--- src/rtl/clkdiv_pkg.sv ---
// clkdiv_pkg: shared constants and helpers for the multi-channel clock divider.
//   NCH_DEF      default number of channels
//   W_DEF        default counter/divisor width
//   DIV_RST_DEF  default divisor loaded into every channel at reset
//   div_t        divisor type at the default width
//   ch_idx_w()   width of the channel-index write port (never below 1 bit)
package clkdiv_pkg;

  localparam int unsigned NCH_DEF     = 32'd4;
  localparam int unsigned W_DEF       = 32'd27;
  localparam int unsigned DIV_RST_DEF = 32'd50_000_000;

  typedef logic [W_DEF-1:0] div_t;

  // A single channel still needs a 1-bit index port so the port list stays legal.
  function automatic int unsigned ch_idx_w(input int unsigned nch);
    if (nch <= 32'd1) begin
      return 32'd1;
    end else begin
      return int'($clog2(nch));
    end
  endfunction

endpackage

--- src/rtl/clkdiv_channel.sv ---
// clkdiv_channel: one divider channel with shadowed, glitch-free divisor update.
// Ports:
//   clk_in    system clock, all state on its rising edge
//   rst_n     synchronous active-low reset
//   en        run enable for this channel
//   sync_req  force phase realignment (cnt to 0, shadow loaded); tie low if unused
//   wr_stb    divisor write strobe already decoded for this channel
//   wr_div    new divisor value
//   clk_out   registered divided square wave
//   tick      registered one-cycle terminal-count strobe
//   upd_pend  high while a written divisor has not yet become active
module clkdiv_channel
  import clkdiv_pkg::*;
#(
  parameter int unsigned W       = W_DEF,
  parameter int unsigned DIV_RST = DIV_RST_DEF
) (
  input  logic         clk_in,
  input  logic         rst_n,
  input  logic         en,
  input  logic         sync_req,
  input  logic         wr_stb,
  input  logic [W-1:0] wr_div,
  output logic         clk_out,
  output logic         tick,
  output logic         upd_pend
);

  logic [W-1:0] cnt_q, cnt_d;
  logic [W-1:0] act_div_q, act_div_d;
  logic [W-1:0] shd_div_q, shd_div_d;
  logic         pend_q, pend_d;
  logic         clk_out_q, clk_out_d;
  logic         tick_q, tick_d;
  logic         reload_s;

  // Next-state: counting, shadow load at terminal count, write capture, phase sync.
  always_comb begin
    cnt_d     = cnt_q;
    act_div_d = act_div_q;
    shd_div_d = shd_div_q;
    pend_d    = pend_q;
    // Reload point: disabled, degenerate divisor (0/1), or last cycle of the period.
    reload_s  = (!en) || (act_div_q <= W'(1)) || (cnt_q >= (act_div_q - W'(1)));
    if (sync_req) begin
      cnt_d     = '0;
      act_div_d = shd_div_q;
      pend_d    = 1'b0;
    end else begin
      if (reload_s) begin
        cnt_d     = '0;
        act_div_d = shd_div_q;
        pend_d    = 1'b0;
      end else begin
        cnt_d     = cnt_q + W'(1);
      end
      // A write on the reload edge lands in the shadow only; the old shadow
      // has already been taken into act_div_d above.
      if (wr_stb) begin
        shd_div_d = wr_div;
        pend_d    = 1'b1;
      end else begin
        shd_div_d = shd_div_q;
      end
    end
  end

  // Output decode from the next cnt/act_div so the flops match the state they sit beside.
  always_comb begin
    clk_out_d = 1'b0;
    tick_d    = 1'b0;
    if (en && (act_div_d != '0)) begin
      clk_out_d = (cnt_d >= (act_div_d >> 1));
      tick_d    = (cnt_d == (act_div_d - W'(1)));
    end else begin
      clk_out_d = 1'b0;
      tick_d    = 1'b0;
    end
  end

  // State and output registers with synchronous active-low reset.
  always_ff @(posedge clk_in) begin
    if (!rst_n) begin
      cnt_q     <= '0;
      act_div_q <= W'(DIV_RST);
      shd_div_q <= W'(DIV_RST);
      pend_q    <= 1'b0;
      clk_out_q <= 1'b0;
      tick_q    <= 1'b0;
    end else begin
      cnt_q     <= cnt_d;
      act_div_q <= act_div_d;
      shd_div_q <= shd_div_d;
      pend_q    <= pend_d;
      clk_out_q <= clk_out_d;
      tick_q    <= tick_d;
    end
  end

  assign clk_out  = clk_out_q;
  assign tick     = tick_q;
  assign upd_pend = pend_q;

endmodule

--- src/rtl/clock_divider_multi.sv ---
// clock_divider_multi: NCH independent runtime-programmable clock dividers.
// Optional feature macro: CLKDIV_SYNC_EN adds input sync_req, which realigns
// all channels to cnt=0 (loading any pending divisor) at the next edge.
// Ports:
//   clk_in    system clock
//   rst_n     synchronous active-low reset
//   sync_req  (CLKDIV_SYNC_EN only) global phase realignment request
//   en        per-channel run enable
//   wr_en     divisor write strobe
//   wr_ch     channel index for the write; indices >= NCH are ignored
//   wr_div    new divisor value
//   clk_out   per-channel divided square wave (registered)
//   tick      per-channel terminal-count strobe (registered)
//   upd_pend  per-channel "written divisor not yet active" flag
module clock_divider_multi
  import clkdiv_pkg::*;
#(
  parameter int unsigned NCH     = NCH_DEF,
  parameter int unsigned W       = W_DEF,
  parameter int unsigned DIV_RST = DIV_RST_DEF,
  localparam int unsigned CH_W   = ch_idx_w(NCH)
) (
  input  logic            clk_in,
  input  logic            rst_n,
`ifdef CLKDIV_SYNC_EN
  input  logic            sync_req,
`endif
  input  logic [NCH-1:0]  en,
  input  logic            wr_en,
  input  logic [CH_W-1:0] wr_ch,
  input  logic [W-1:0]    wr_div,
  output logic [NCH-1:0]  clk_out,
  output logic [NCH-1:0]  tick,
  output logic [NCH-1:0]  upd_pend
);

  logic [NCH-1:0] wr_stb_s;
  logic           sync_s;

`ifdef CLKDIV_SYNC_EN
  assign sync_s = sync_req;
`else
  assign sync_s = 1'b0;
`endif

  // Decode the write index into one strobe per channel; out-of-range indices match nothing.
  always_comb begin
    wr_stb_s = '0;
    for (int i = 0; i < int'(NCH); i++) begin
      if (wr_en && (wr_ch == CH_W'(i))) begin
        wr_stb_s[i] = 1'b1;
      end else begin
        wr_stb_s[i] = 1'b0;
      end
    end
  end

  for (genvar g = 0; g < int'(NCH); g++) begin : g_ch
    clkdiv_channel #(
      .W       (W),
      .DIV_RST (DIV_RST)
    ) u_ch (
      .clk_in   (clk_in),
      .rst_n    (rst_n),
      .en       (en[g]),
      .sync_req (sync_s),
      .wr_stb   (wr_stb_s[g]),
      .wr_div   (wr_div),
      .clk_out  (clk_out[g]),
      .tick     (tick[g]),
      .upd_pend (upd_pend[g])
    );
  end

endmodule

--- config.mk ---
export PLATFORM = sky130hd
export DESIGN_NAME = clock_divider_multi
export DESIGN_NICKNAME = d
export VERILOG_FILES = /design/src/rtl/clkdiv_pkg.sv /design/src/rtl/clkdiv_channel.sv /design/src/rtl/clock_divider_multi.sv
export SDC_FILE = /design/constraint.sdc
export NUM_CORES = 1
export LEC_CHECK = 0
export ABC_AREA = 1
export BUFFER_PORTS_ARGS = -buffer_cell sky130_fd_sc_hd__buf_2
export CAP_MARGIN = 20
export CORE_ASPECT_RATIO = 0.6
export CORE_MARGIN = 2
export CORE_UTILIZATION = 25
export CTS_BUF_LIST = sky130_fd_sc_hd__clkbuf_4 sky130_fd_sc_hd__clkbuf_8
export DETAILED_ROUTE_END_ITERATION = 16
export PLACE_DENSITY = 0.48
export SLEW_MARGIN = 25
export SYNTH_ARGS = -nofsm -noshare
export SYNTH_HDL_FRONTEND = slang
export SYNTH_SLANG_ARGS = --single-unit
export TNS_END_PERCENT = 20
--- constraint.sdc ---
create_clock -name clk_in -period 7.2 [get_ports clk_in]
set_input_delay 0.36 -clock clk_in [delete_from_list [all_inputs] [get_ports clk_in]]
set_output_delay 0.36 -clock clk_in [all_outputs]
set_load 0.03 [all_outputs]
# Yosys cells after proc, flatten, opt, wreduce, memory -nomap -nowiden
# Cells that the tools add are included.
[classes]
n_addsub = 12
multipliers = 0
n_div = 0
n_lt_le_gt_ge = 12
eq_ne = 7
n_shift = 0
n_mux = 20
bitwise_logic = 0
reduce_logical = 33
[op_table]
columns = ["cell", "count"]
rows = [
  ["$mux W27", 8],
  ["$sub A27 B1 Y27 const B", 8],
  ["$add A27 B1 Y27 const B", 4],
  ["$eq A27 B27 Y1", 4],
  ["$ge A27 B26 Y1", 4],
  ["$ge A27 B27 Y1", 4],
  ["$le A27 B1 Y1 const B", 4],
  ["$reduce_bool A27 Y1", 4],
  ["$mux W1", 12],
  ["$logic_and A1 B1 Y1", 8],
  ["$logic_or A1 B1 Y1", 8],
  ["$reduce_and A2 Y1", 4],
  ["$reduce_bool A2 Y1", 4],
  ["$eq A2 B2 Y1 const B", 2],
  ["$logic_not A1 Y1", 4],
  ["$eq A2 B1 Y1 const B", 1],
  ["$logic_not A2 Y1", 1],
]
[totals]
register_bits = 336
latch_bits = 0
ramBits = 0
mem_bits_ro = 0
output_inout_bits = 12
mem_count = 0

# Logic depth before layout (Yosys ltp)
[depth]
ltp_word = 7
ltp_mapped = 44

# By module
# Synthesis repeated with hierarchy kept, for this count alone.
[hier_totals]
cells_unflattened = 4602
area_unflattened_um2 = 28726.3
[by_module_without_submodules]
columns = ["mod", "n_inst", "cells_each", "area_each_um2"]
rows = [
  ["clkdiv_channel at g_ch[1].u_ch ...", 2, 1170, 7216.9],
  ["clkdiv_channel at g_ch[3].u_ch", 1, 1169, 7303.3],
  ["clkdiv_channel at g_ch[0].u_ch", 1, 1084, 6955.4],
  ["clock_divider_multi", 1, 9, 33.8],
]

# Worst setup path after synthesis
# Ideal clock, no wire load.
[synth_path]
path_kind = "reg-to-reg"
start = "register g_ch[1].u_ch.act_div_q[0]"
end = "register g_ch[1].u_ch.clk_out_q"
arrival_time_ps = 5202
required_time_ps = 7085
slack_ps = 1883
path_stages_with_launch = 43
path_buffers = 2
synth_period_minus_slack_ps = 5317
path_cell_list = "dfxtp_1 > inv_1 > ha_1 > nand3_1 > nor2_1 > nand2_1 > nor2_1 > inv_1 > nor3_1 > nand3_1 > nor4_1 > nand3_1 > nor2_1 > nand2_1 > o21ai_0 > inv_1 > a31oi_1 > ha_1 > (+7 left out) > nand3_4 > buf_4 > buf_2 > nor3_1 > ha_1 > a21o_1 > a31oi_1 > o21ai_0 > a21boi_0 > o21ai_0 > nand2_1 > inv_1 > o21ai_0 > nand2_1 > nand2_1 > nand2_1 > a31oi_1 > nor2_1"
[synth_via]
word_cells_on_any_way = 11
classes_between = "1 x add/sub; 3 x order compare; 2 x mux; 5 x reduce/logical"
[synth_lines]
columns = ["item", "line", "source"]
rows = [
  ["start, declared", "clkdiv_channel.sv:30", "logic [W-1:0] act_div_q, act_div_d;"],
  ["start signal, assigned", "clkdiv_channel.sv:85", "act_div_q <= W'(DIV_RST);"],
  ["start signal, assigned", "clkdiv_channel.sv:92", "act_div_q <= act_div_d;"],
  ["$sub A27 B1 Y27 / $le A27 B1 Y1 (equally long branches)", "clkdiv_channel.sv:44", "reload_s = (!en) || (act_div_q <= W'(1)) || (cnt_q >= (act_div_q - W'(1)));"],
  ["$ge A27 B27 Y1 / $logic_or A1 B1 Y1 (equally long branches)", "clkdiv_channel.sv:44", ""],
  ["$logic_or A1 B1 Y1 (*)", "clkdiv_channel.sv:44", ""],
  ["$mux W27 (*)", "clkdiv_channel.sv:50", "if (reload_s) begin"],
  ["via g_ch[1].u_ch.cnt_d[4]", "clkdiv_channel.sv:29", "logic [W-1:0] cnt_q, cnt_d;"],
  ["$ge A27 B26 Y1 (*)", "clkdiv_channel.sv:73", "clk_out_d = (cnt_d >= (act_div_d >> 1));"],
  ["end signal, assigned", "clkdiv_channel.sv:95", "clk_out_q <= clk_out_d;"],
  ["end, declared", "clkdiv_channel.sv:33", "logic clk_out_q, clk_out_d;"],
]
# The timed path passes the listed nets; every way through them passes the cells marked *.
# A chain may end at the register's enable or synchronous reset.

# Worst setup path in the final report
[layout_path]
start = "register g_ch[2].u_ch.act_div_q[0]"
end = "register g_ch[2].u_ch.clk_out_q"
[layout_via]
word_cells_on_any_way = 11
classes_between = "1 x add/sub; 3 x order compare; 2 x mux; 5 x reduce/logical"
[layout_lines]
columns = ["item", "line"]
rows = [
  ["start, declared", "clkdiv_channel.sv:30"],
  ["start signal, assigned", "clkdiv_channel.sv:85"],
  ["start signal, assigned", "clkdiv_channel.sv:92"],
  ["$sub A27 B1 Y27 / $le A27 B1 Y1 (equally long branches)", "clkdiv_channel.sv:44"],
  ["$ge A27 B27 Y1 / $logic_or A1 B1 Y1 (equally long branches)", "clkdiv_channel.sv:44"],
  ["$logic_or A1 B1 Y1 (*)", "clkdiv_channel.sv:44"],
  ["$mux W27 (*)", "clkdiv_channel.sv:50"],
  ["via g_ch[2].u_ch.cnt_d[16]", "clkdiv_channel.sv:29"],
  ["$ge A27 B26 Y1 (*)", "clkdiv_channel.sv:73"],
  ["end signal, assigned", "clkdiv_channel.sv:95"],
  ["end, declared", "clkdiv_channel.sv:33"],
]
# Marks and branches as above.

==> impl_metrics.json <==
{
  "status": "finished clean",
  "synth_compound_area_share_pct": 7.470,
  "critPathTopFamily": "simple AND/OR/NAND/NOR gates",
  "cp-end-kind": "register",
  "area_delta_synth_final_pct": 11.88,
  "finalClockSkew_ns": 0.03231,
  "core.rowCount": 94,
  "avgSynthCellArea_um2": 6.209,
  "clk_pin_slew_worst_paths_ns": 0.07,
  "grt_overflow": 0,
  "maxCapViolCount": 0,
  "die_h_um": 262.2,
  "synth_edf_count": 0,
  "slowest_delay_ns": 0.44,
  "r2r_slack_ns": 0.54,
  "grt_setup_unrepaired": "no",
  "slew_violations": 0,
  "synth_warnings": 0,
  "dieArea_mm2": 0.1139,
  "synthSimpleGateAreaFrac_pct": 40.73,
  "wl_per_cell_um": 18.40,
  "die_x_um": 434.4,
  "tns_ns": 0,
  "drive_gt1_share_pct": 8.001,
  "hold_violations": 0,
  "core_area_mm2": 0.1100,
  "yosysMostFrequentCell": "nand2_1",
  "utilization_pct": 28.27,
  "path_buf_inv": 5,
  "r2r_end": "g_ch[2].u_ch.clk_out",
  "p_leak_uw": 0.01503,
  "nets": 4785,
  "postCtsSetupRepairBufs": 0,
  "grt_pass1_wl_um": 166100,
  "worstPathRequired_ns": 7.89,
  "setup_viol": 0,
  "n_fill_cell": 12420,
  "grt_antenna_before_repair": 2,
  "critPathArrivalTime_ns": 7.35,
  "place_area_mm2": 0.02954,
  "synth.ff_latch_count": 336,
  "async_flop_share_pct": 0,
  "routed_wl_um": 111300,
  "hold_end": "g_ch[2].u_ch.shd_div_q[10]",
  "ys_types": 54,
  "h-tree-depth": 2,
  "drc": 0,
  "syn-num-nets": 4742,
  "cts.sinks": 336,
  "synthXorXnorAreaFrac_pct": 6.421,
  "avgViaCountPerCell": 4.701,
  "ys.flop_type": "dfxtp_1",
  "yosys.area.top_type_share_pct": 24.21,
  "drt_iter0_drc": 2894,
  "hp-start": "wr_div[10]",
  "critPathSlowestCell": "nor3_1",
  "synth-seq-area-share_pct": 24.21,
  "yosysTopAreaCell": "dfxtp_1",
  "synthesis.area_mm2": 0.02779,
  "cts_tree": "built",
  "critPathMostFrequentCell": "nand2_1",
  "power_uw": 4929,
  "start_util_pct": 25.27,
  "period_share_pct": 92.53,
  "hold_path_class": "in2reg",
  "p_per_area_mw_per_mm2": 158.6,
  "holdWs_ns": 0.05597,
  "crit_fanout": 28,
  "grt_usage_pct": 19.23,
  "synth_area_leaders": "dfxtp_1 24%, nand2_1 17%, ha_1 10%",
  "r2r_start": "g_ch[2].u_ch.act_div_q[0]",
  "synthTopCellsByCount": "1243 x nand2_1, 640 x nor2_1, 578 x inv_1",
  "cp-start-kind": "register",
  "via_count": 28440,
  "relSlewSlack_pct": 38.11,
  "reg2reg_depth": 35,
  "drt_first_pass_iters": 6,
  "pin_count": 48,
  "synth_top_family_by_area": "simple AND/OR/NAND/NOR gates",
  "crit_type": "reg2reg",
  "synthCells": 4475,
  "synth_fa_ha_area_share_pct": 10.40,
  "post-dp-hpwl_um": 89420,
  "peakVddDrop_mv": 0.1338,
  "design_area_mm2": 0.03109,
  "hold_depth": 3,
  "grt_max_degree": 119,
  "synthMuxAreaShare_pct": 0,
  "multiInputGateArea_mm2": 0.01810,
  "gp_congestion": 0.9421,
  "portBuffers": 47,
  "seq_area_mm2": 0.006726,
  "cts_buffers": 59,
  "clk-insertion-delay-late_ns": 0.74,
  "clockBufferDepth": 3,
  "grt_pass1_vias": 25910,
  "min_period_ns": 6.662,
  "postRouteAntennaNets": 0,
  "max_freq_ghz": 0.1501,
  "worstMarginPinSlew_ns": 0.9274,
  "clockRootBuffer": "clkbuf_8"
}
## through the flow
step                      setup WS, ns  cells
after detailed placement        0.7379   5923
final                           0.5375   6051
after floorplan                  1.883   4475
after global placement          0.7522   5923
after global routing          0.002171   6051
after CTS                       0.7018   6050
## area by class of cell
cell class / instances / area share (%)
Clock inverter: 21 / 0.7728
Sequential cell: 336 / 21.64
Tap cell: 1488 / 5.989
Clock buffer: 84 / 3.457
Inverter: 618 / 7.478
Multi-Input combinational cell: 3398 / 58.23
Antenna cell: 1 / 0.008050
Timing Repair Buffer: 105 / 2.423
## worst reg2reg max path, delay by kind of cell (launching register included)
family	cells	cell delay, ns
adder cells (fa/ha/maj)	3	0.68
flip-flops	1	0.38
XOR/XNOR	1	0.22
AND/OR/NAND/NOR	24	3.88
AO/OA/AOI/OAI	2	0.44
buffers and inverters	5	1.01
## power breakdown
group,leakage (µW),internal [µW],switching [µW]
Sequential,0.00274,1920,50.4
Clock,0.000688,1140,959
Combinational,0.0116,250,612
Total,0.0150,3310,1620
## sequential cells by signal (all words and copies together) (netlist names)
| register | flops |
|---|---|
| g_ch.u_ch.act_div_q | 108 |
| g_ch.u_ch.cnt_q | 108 |
| g_ch.u_ch.shd_div_q | 108 |
| g_ch.u_ch.clk_out | 4 |
| g_ch.u_ch.tick | 4 |
| g_ch.u_ch.upd_pend | 4 |
## how the worst max path moves through the flow
stage / from / to / cells after the start
global route: g_ch[1].u_ch.act_div_q[0] / g_ch[1].u_ch.tick / 42
finish: g_ch[2].u_ch.act_div_q[0] / g_ch[2].u_ch.clk_out / 35
floorplan: g_ch[1].u_ch.act_div_q[0] / g_ch[1].u_ch.clk_out / 42
detailed placement: g_ch[2].u_ch.act_div_q[0] / g_ch[2].u_ch.clk_out / 35
global placement: g_ch[2].u_ch.act_div_q[0] / g_ch[2].u_ch.clk_out / 35
CTS: g_ch[2].u_ch.act_div_q[0] / g_ch[2].u_ch.clk_out / 35
## cells by family (layout without fill, tap and decap cells)
family / Yosys count / in the layout
other cells: 0 / 1
flops: 336 / 336
buf+inv: 741 / 828
fa+ha+maj: 231 / 231
compound gates: 370 / 370
simple gates: 2606 / 2606
xor+xnor: 191 / 191
## layer usage
| layer | part of all wire (%) | up-vias | track usage, % |
|---|---|---|---|
| li1 | - | 14370 | - |
| met1 | 57 | 13000 | 33.61 |
| met2 | 32 | 988 | 22.25 |
| met3 | 9.4 | 85 | 4.255 |
| met4 | 1.3 | 0 | 2.928 |
| met5 | 0 | - | 0 |
## cells in the final DEF, fill, tap and decap left out, drive strengths merged, types with 3 or more instances in the layout
cell type / netlist / routed
or2: 13 / 13
buf: 66 / 83
nand2: 1285 / 1285
o211ai: 28 / 28
a211oi: 4 / 4
nor4: 30 / 30
and2: 8 / 8
a31oi: 9 / 9
nor3: 86 / 86
xor2: 151 / 151
nand3b: 16 / 16
nor4b: 3 / 3
or3: 4 / 4
clkinv: 6 / 18
o21a: 11 / 11
bufinv: 0 / 5
dfxtp: 336 / 336
a21o: 9 / 9
nor3b: 4 / 4
nand3: 321 / 321
nand4: 134 / 134
ha: 231 / 231
clkinvlp: 0 / 4
inv: 612 / 612
clkbuf: 57 / 84
o21ai: 148 / 148
dlygate4sd3: 0 / 22
xnor3: 7 / 7
xnor2: 32 / 32
nor2: 700 / 700
a21oi: 148 / 148
o21bai: 8 / 8
## what timing repair did
item | CTS | global route
hold buffers | 22 | 0
gates resized for setup | 0 | 2
hold endpoints to repair | 54 | 0
setup endpoints to repair | 0 | 2
Power figures use the tool's default switching activity.
